$ cat src/rtl/keypad_cursor_ctrl.sv
// rtl/keypad_cursor_ctrl.sv - keypad cursor sequencer with debounced buttons and key event handshake
//
// Purpose: turns five raw push-buttons into a wrapping row/column cursor and,
// on select, presents the linear key index to the calculator core.
//
// Ports:
//   clk, rst              system clock, asynchronous active-high reset
//   btn_up/down/left/right/sel  raw active-high buttons, asynchronous to clk
//   key_ready             consumer accepts the pending key event
//   PosHor, PosVer        registered cursor column / row
//   key_valid, key_pos    pending key event and its index PosVer*COLS+PosHor
//   overrun               one-cycle pulse when a select press is dropped
module keypad_cursor_ctrl #(
  parameter int ROWS      = 5,
  parameter int COLS      = 5,
  parameter int DB_CYCLES = 16
) (
  input  logic       clk,
  input  logic       rst,
  input  logic       btn_up,
  input  logic       btn_down,
  input  logic       btn_left,
  input  logic       btn_right,
  input  logic       btn_sel,
  input  logic       key_ready,
  output logic [2:0] PosHor,
  output logic [2:0] PosVer,
  output logic       key_valid,
  output logic [4:0] key_pos,
  output logic       overrun
);

  localparam int CW = $clog2(DB_CYCLES);
  localparam logic [CW-1:0] CNT_LAST = CW'(DB_CYCLES - 1);
  localparam logic [2:0] ROW_MAX = 3'(ROWS - 1);
  localparam logic [2:0] COL_MAX = 3'(COLS - 1);

  localparam int UP    = 0;
  localparam int DOWN  = 1;
  localparam int LEFT  = 2;
  localparam int RIGHT = 3;
  localparam int SEL   = 4;

  typedef enum logic {IDLE, PEND} state_t;

  logic [4:0]    btnRaw;
  logic [4:0]    sync1;
  logic [4:0]    sync2;
  logic [4:0]    stable;
  logic [4:0]    press;
  logic [CW-1:0] dbCnt [5];

  state_t     state;
  state_t     stateNext;
  logic [4:0] keyPosNext;
  logic       overrunNext;
  logic [2:0] horNext;
  logic [2:0] verNext;
  logic [4:0] curPos;

  assign btnRaw = {btn_sel, btn_right, btn_left, btn_down, btn_up};

  // Synchronizer and debouncer per button. The press pulse is registered at
  // the same edge the stable level rises, so it is high for exactly one cycle.
  always_ff @(posedge clk or posedge rst) begin
    if (rst) begin
      sync1  <= '0;
      sync2  <= '0;
      stable <= '0;
      press  <= '0;
      for (int i = 0; i < 5; i++) begin
        dbCnt[i] <= '0;
      end
    end else begin
      sync1 <= btnRaw;
      sync2 <= sync1;
      for (int i = 0; i < 5; i++) begin
        press[i] <= 1'b0;
        if (sync2[i] != stable[i]) begin
          if (dbCnt[i] == CNT_LAST) begin
            stable[i] <= ~stable[i];
            press[i]  <= ~stable[i];
            dbCnt[i]  <= '0;
          end else begin
            dbCnt[i] <= dbCnt[i] + 1'b1;
          end
        end else begin
          dbCnt[i] <= '0;
        end
      end
    end
  end

  // Opposing presses in the same cycle cancel; orthogonal ones both apply.
  always_comb begin
    verNext = PosVer;
    horNext = PosHor;
    if (press[UP] && !press[DOWN]) begin
      verNext = (PosVer == 3'd0) ? ROW_MAX : PosVer - 3'd1;
    end else if (press[DOWN] && !press[UP]) begin
      verNext = (PosVer == ROW_MAX) ? 3'd0 : PosVer + 3'd1;
    end
    if (press[LEFT] && !press[RIGHT]) begin
      horNext = (PosHor == 3'd0) ? COL_MAX : PosHor - 3'd1;
    end else if (press[RIGHT] && !press[LEFT]) begin
      horNext = (PosHor == COL_MAX) ? 3'd0 : PosHor + 3'd1;
    end
  end

  // Event index always uses the pre-move cursor.
  assign curPos = 5'(PosVer) * 5'(COLS) + 5'(PosHor);

  always_comb begin
    stateNext   = state;
    keyPosNext  = key_pos;
    overrunNext = 1'b0;
    case (state)
      IDLE: begin
        if (press[SEL]) begin
          stateNext  = PEND;
          keyPosNext = curPos;
        end
      end
      PEND: begin
        if (key_ready) begin
          // A select landing on the handshake cycle starts the next event.
          if (press[SEL]) begin
            keyPosNext = curPos;
          end else begin
            stateNext = IDLE;
          end
        end else if (press[SEL]) begin
          overrunNext = 1'b1;
        end
      end
      default: stateNext = IDLE;
    endcase
  end

  always_ff @(posedge clk or posedge rst) begin
    if (rst) begin
      state   <= IDLE;
      key_pos <= '0;
      overrun <= 1'b0;
      PosHor  <= '0;
      PosVer  <= '0;
    end else begin
      state   <= stateNext;
      key_pos <= keyPosNext;
      overrun <= overrunNext;
      PosHor  <= horNext;
      PosVer  <= verNext;
    end
  end

  assign key_valid = (state == PEND);

endmodule
$ cat config.mk
export PLATFORM = sky130hd
export DESIGN_NAME = keypad_cursor_ctrl
export DESIGN_NICKNAME = d
export VERILOG_FILES = /design/src/rtl/keypad_cursor_ctrl.sv
export SDC_FILE = /design/constraint.sdc
export NUM_CORES = 1
export LEC_CHECK = 0
export CAP_MARGIN = 20
export CORE_AREA = 2 2 111 59
export DETAILED_ROUTE_END_ITERATION = 6
export DIE_AREA = 0 0 113 61
export GPL_TIMING_DRIVEN = 0
export MAX_ROUTING_LAYER = met4
export PLACE_DENSITY = 0.58
export SKIP_LAST_GASP = 1
export SLEW_MARGIN = 15
export SYNTH_ARGS = -nofsm -noshare
export SYNTH_HDL_FRONTEND = slang
export SYNTH_SLANG_ARGS = --single-unit
$ cat constraint.sdc
create_clock -name clk -period 5.5 [get_ports clk]
set_input_delay 1.1 -clock clk [delete_from_list [all_inputs] [get_ports clk]]
set_output_delay 1.1 -clock clk [all_outputs]
set_load 0.1 [all_outputs]
# ---- After elaboration in Yosys (flattened, before gate mapping)
# Cells that the tools add are included.
dict set report word_totals {
  reg_bits 53
  in_bits 8
  elab_cells 101
}
dict set report op_classes {
  add_sub_neg 10
  multipliers 1
  eq_ne 13
  muxes 36
  bitwise 6
  n_reduce_logical 17
}
# cell count
set op_table {}
lappend op_table {{$mux 4} 10}
lappend op_table {{$mux 3} 8}
lappend op_table {{$add 4x1->4 const B} 5}
lappend op_table {{$eq 4x4->1 const B} 5}
lappend op_table {{$mux 1} 14}
lappend op_table {{$mux 5} 2}
lappend op_table {{$pmux 5 s2} 1}
lappend op_table {{$reduce_and 2->1} 5}
lappend op_table {{$add 3x1->3 const B} 2}
lappend op_table {{$eq 3x3->1 const B} 2}
lappend op_table {{$logic_not 3->1} 2}
lappend op_table {{$not 1->1} 6}
lappend op_table {{$sub 3x1->3 const B} 2}
lappend op_table {{$add 5x3->5} 1}
lappend op_table {{$mul 3x3->5 const B} 1}
lappend op_table {{$ne 1x1->1} 5}
lappend op_table {{$logic_and 1x1->1} 4}
lappend op_table {{$logic_not 1->1} 4}
lappend op_table {{$reduce_bool 2->1} 2}
lappend op_table {{$ne 2x2->1 const B} 1}
lappend op_table {{$pmux 1 s2} 1}

# ---- Longest topological paths before layout
dict set report logic_depth {
  depth_word 5
  depth_mapped 6
  depth_no_buf 6
}

# ---- Worst setup path before layout
# Ideal clock, no wire load.
dict set report synth_timing {
  path_type {register -> register}
  start {reg PosVer[0]}
  end {reg key_pos[3]}
  setup_ps 126
  arrival_ps 2477
  setup_slack_ps 2897
  path_stages_with_launch 7
  cell_sequence {dfrtp_1 -> ha_1 -> ha_1 -> inv_1 -> fa_1 -> xnor2_1 -> mux2_4}
}
dict set report synth_via {
  elab_chain_cells 5
}
# item line
set synth_rtl {}
lappend synth_rtl {{start: declaration} 27} ;# output logic [2:0] PosVer,
lappend synth_rtl {{start signal: assignment} 152} ;# PosVer <= verNext;
lappend synth_rtl {{$mul 3x3->5 (*)} 111} ;# assign curPos = 5'(PosVer) * 5'(COLS) + 5'(PosHor);
lappend synth_rtl {{$add 5x3->5 (*)} 111}
lappend synth_rtl {{$mux 5 (*)} {119, 127}}
lappend synth_rtl {{$mux 5} 125} ;# if (key_ready) begin
lappend synth_rtl {{$pmux 5 s2 (*)} 117} ;# case (state)
lappend synth_rtl {{end signal: assignment} 149} ;# key_pos <= keyPosNext;
lappend synth_rtl {{end: declaration} 29} ;# output logic [4:0] key_pos,
# Mark *: on every way between the ends. The rest lies on a longest branch, timed or not. The select of a mux whose other input is x is not followed.
# A chain may end at the register's enable or synchronous reset.

# ---- Worst setup path after layout
dict set report layout_timing {
  start {reg PosHor[2]}
  end {out PosHor[2]}
}
# item line
set layout_lines {}
lappend layout_lines {{start: declaration} 26} ;# output logic [2:0] PosHor,
lappend layout_lines {{start signal: assignment} 151} ;# PosHor <= horNext;
# No word-level cell between the ends.

==> out/qor.csv <==
metric,value,unit
grt_max_degree,30,
clock_path_buffers,2,
worst_path_max_delay_cell,clkdlybuf4s50_1,
ys_ff_latch,53,
tritoncts,yes,
worst_slew_pin_slew,0.990,ns
cp-end-kind,output port,
startpoint_type,flip-flop,
p_comb_share,4.7,%
routed-via-count,1460,
grtUsageTotal,13.6,%
regToRegSetupSlack,3.39,ns
wl_per_cell,12.3,um
synth_ff_type,dfrtp_1,
grt_pass1_wl,6.76,mm
core,0.00591,mm2
leakage,0.00135,uW
cts_inserted_buffers,5,
synth-xor-area-share,5.01,%
violations,design-rule violations,
start_util,41.4,%
synth_top_family_by_area,simple AND/OR/NAND/NOR gates,
synth-edff-count,0,
synthAdderAreaFrac,11.6,%
setup-violations-final,0,
crit_arrival,1.99,ns
cp_max_fo,8,
port_buffers,20,
setup_tns,0,ns
drv_slew,0,
die_area,0.00689,mm2
path_class,reg -> out,
fin_crit_sh,56.2,%
die_w,113,um
drt_iter0_markers,78,
synthCells,200,
clock-sinks,53,
ys_types,32,
peakVddDrop,0.000115,V
die_h,61,um
p_sw_share,22.5,%
synth_mux_area_share,5.37,%
critPathRequiredTime,4.40,ns
gr-usage-met3,4.20,%
dp.cells,298,
cts_hold_buf,0,
slowest_delay,1.19,ns
syn_to_final_growth,19.1,%
vias_per_cell,4.77,
syn_area_per_cell,12.2,um2
drt_pass1_iterations,6,
clkTransAtPathRegs,0.07,ns
gr-usage-met2,17.1,%
crit_chain,clkdlybuf4s50_1,
busiest_layer,met1,
gp_congestion,0.760,
antennaDiodeCount,0,
grt_antenna_before_repair,0,
yosys_warnings,0,
synth-simple-area-share,11.8,%
drc,1,
row_count,20,
fmax,324,MHz
nNetsFinal,258,
slew_headroom,33.8,%
rsz0062_at_grt,false,
syn-cell-area,0.00245,mm2
total_power,764,uW
grt_pass1_vias,1388,
cp_num_buf_inv,1,
ant_nets,0,
synthArstFlopShare,100,%
placed_area,0.00276,mm2
clkPwrFrac,41.3,%
ctsHtreeMaxLevel,2,
fin_cells,306,
hp-class,reg -> reg,
finalHoldViolCount,0,
p_int,592,uW
io_pins,21,
synth.net_count,230,
hpwlAfterDp,2.82,mm
cts_setup_buffers,0,
power_density,262,mW/mm2
netSwitchingPower,172,uW
cts_resized,0,
insertion_delay,0.29,ns
root_buffer,clkbuf_16,
grtUsageMet1,19.5,%
synth_compound_area_share,8.38,%
final_area,0.00292,mm2
drive_above_1_share,9.61,%
maxCapViolations,0,
outcome,"finished, violations left",
period_needed,3.09,ns
grt-ovfl-total,0,
clock_skew,0.00236,ns
yosysSeqAreaShare,54.2,%
crit_family,buffers and inverters,
seqPwrFrac,54.1,%
wirelength,3.78,mm
## power groups by stage
stage          sequential, uW  clock (uW)  combinational, uW
2_1_floorplan             419           0               24.6
3_3_place_gp              420           0               34.9
3_5_place_dp              421           0               36.9
4_1_cts                   413         327               37.0
5_1_grt                   415         348               41.5
6_report                  413         315               35.6
## flip-flops by register name (all words and copies together) (netlist names)
register	flops
overrun	1
stable	5
PosHor	3
sync1	5
key_pos	5
sync2	5
press	5
PosVer	3
dbCnt	20
key_valid	1
## cells by family (layout without fill, tap and decap cells)
family | Yosys count | in the layout
AND/OR/NAND/NOR | 46 | 46
AO/OA/AOI/OAI | 33 | 33
multiplexers | 11 | 11
adder cells (fa/ha/maj) | 22 | 22
XOR/XNOR | 14 | 14
buffers and inverters | 21 | 50
flip-flops | 53 | 53
## synth_stat cells, types with 4 or more instances
master    number  share of area [%]
nor2b_1        6                1.5
inv_1         19                2.9
xnor2_1       11                3.9
nand3_1        8                1.6
nor3b_1       11                3.4
mux2_2         5                2.3
o21ai_0        6                1.2
a21oi_1       12                2.5
nor2_1        10                1.5
a21o_1         4                1.2
nand4b_1       5                1.8
ha_1          21                 11
dfrtp_1       53                 54
## cell type report
type / instances / area (um2)
Sequential cell: 53 / 1330
Inverter: 19 / 71.3
Timing Repair Buffer: 21 / 220
Tap cell: 77 / 96.3
Clock buffer: 5 / 125
Fill cell: 533 / 2990
Clock inverter: 3 / 26.3
Multi-Input combinational cell: 126 / 1030
Buffer: 2 / 18.8
## metal layers
layer  part of all wire [%]  wire length (um)
met5                      0                 0
met4                    1.7                65
met3                    3.6               135
met2                     38              1450
met1                     56              2130
## stage by stage
step                      hold WS [ns]  util, %  setup slack [ns]
after floorplan                  0.331        -              2.90
after global placement           0.332     46.5              2.08
after detailed placement         0.335     46.8              2.72
after CTS                        0.351     49.4              2.39
after global routing             0.360     49.4              2.35
final                            0.350     49.4              2.41
## path summary, 6_finish.rpt
| check | cells after the start | end | startpoint |
|---|---|---|---|
| worst max-delay path | 1 | PosHor[2] | PosHor[2] |
| worst min-delay path | 0 | sync2[2] | sync1[2] |
| worst max register to register | 6 | key_pos[3] | PosVer[0] |
| worst min register to register | 0 | sync2[2] | sync1[2] |
| max in group asynchronous | 3 | dbCnt[19] | rst |
| min in group asynchronous | 2 | dbCnt[9] | rst |
## layout by cell type (no fill, tap or decap), types with 2 or more instances in the layout
cell type	Yosys	layout
xor2_1	3	3
nand4b_1	5	5
inv_1	19	18
a21oi_1	12	12
o21ai_0	6	6
mux2_2	5	5
clkinvlp_4	0	2
mux2i_1	3	3
nand3_1	8	8
a21o_1	4	4
clkdlybuf4s50_1	0	20
mux2_4	3	3
nor3b_1	11	11
a211oi_1	3	3
nor2b_1	6	6
xnor2_1	11	11
dfrtp_1	53	53
clkbuf_16	0	5
a311oi_1	3	3
nor2_1	10	10
ha_1	21	21
No activity file was read; power rests on OpenSTA's default activity.
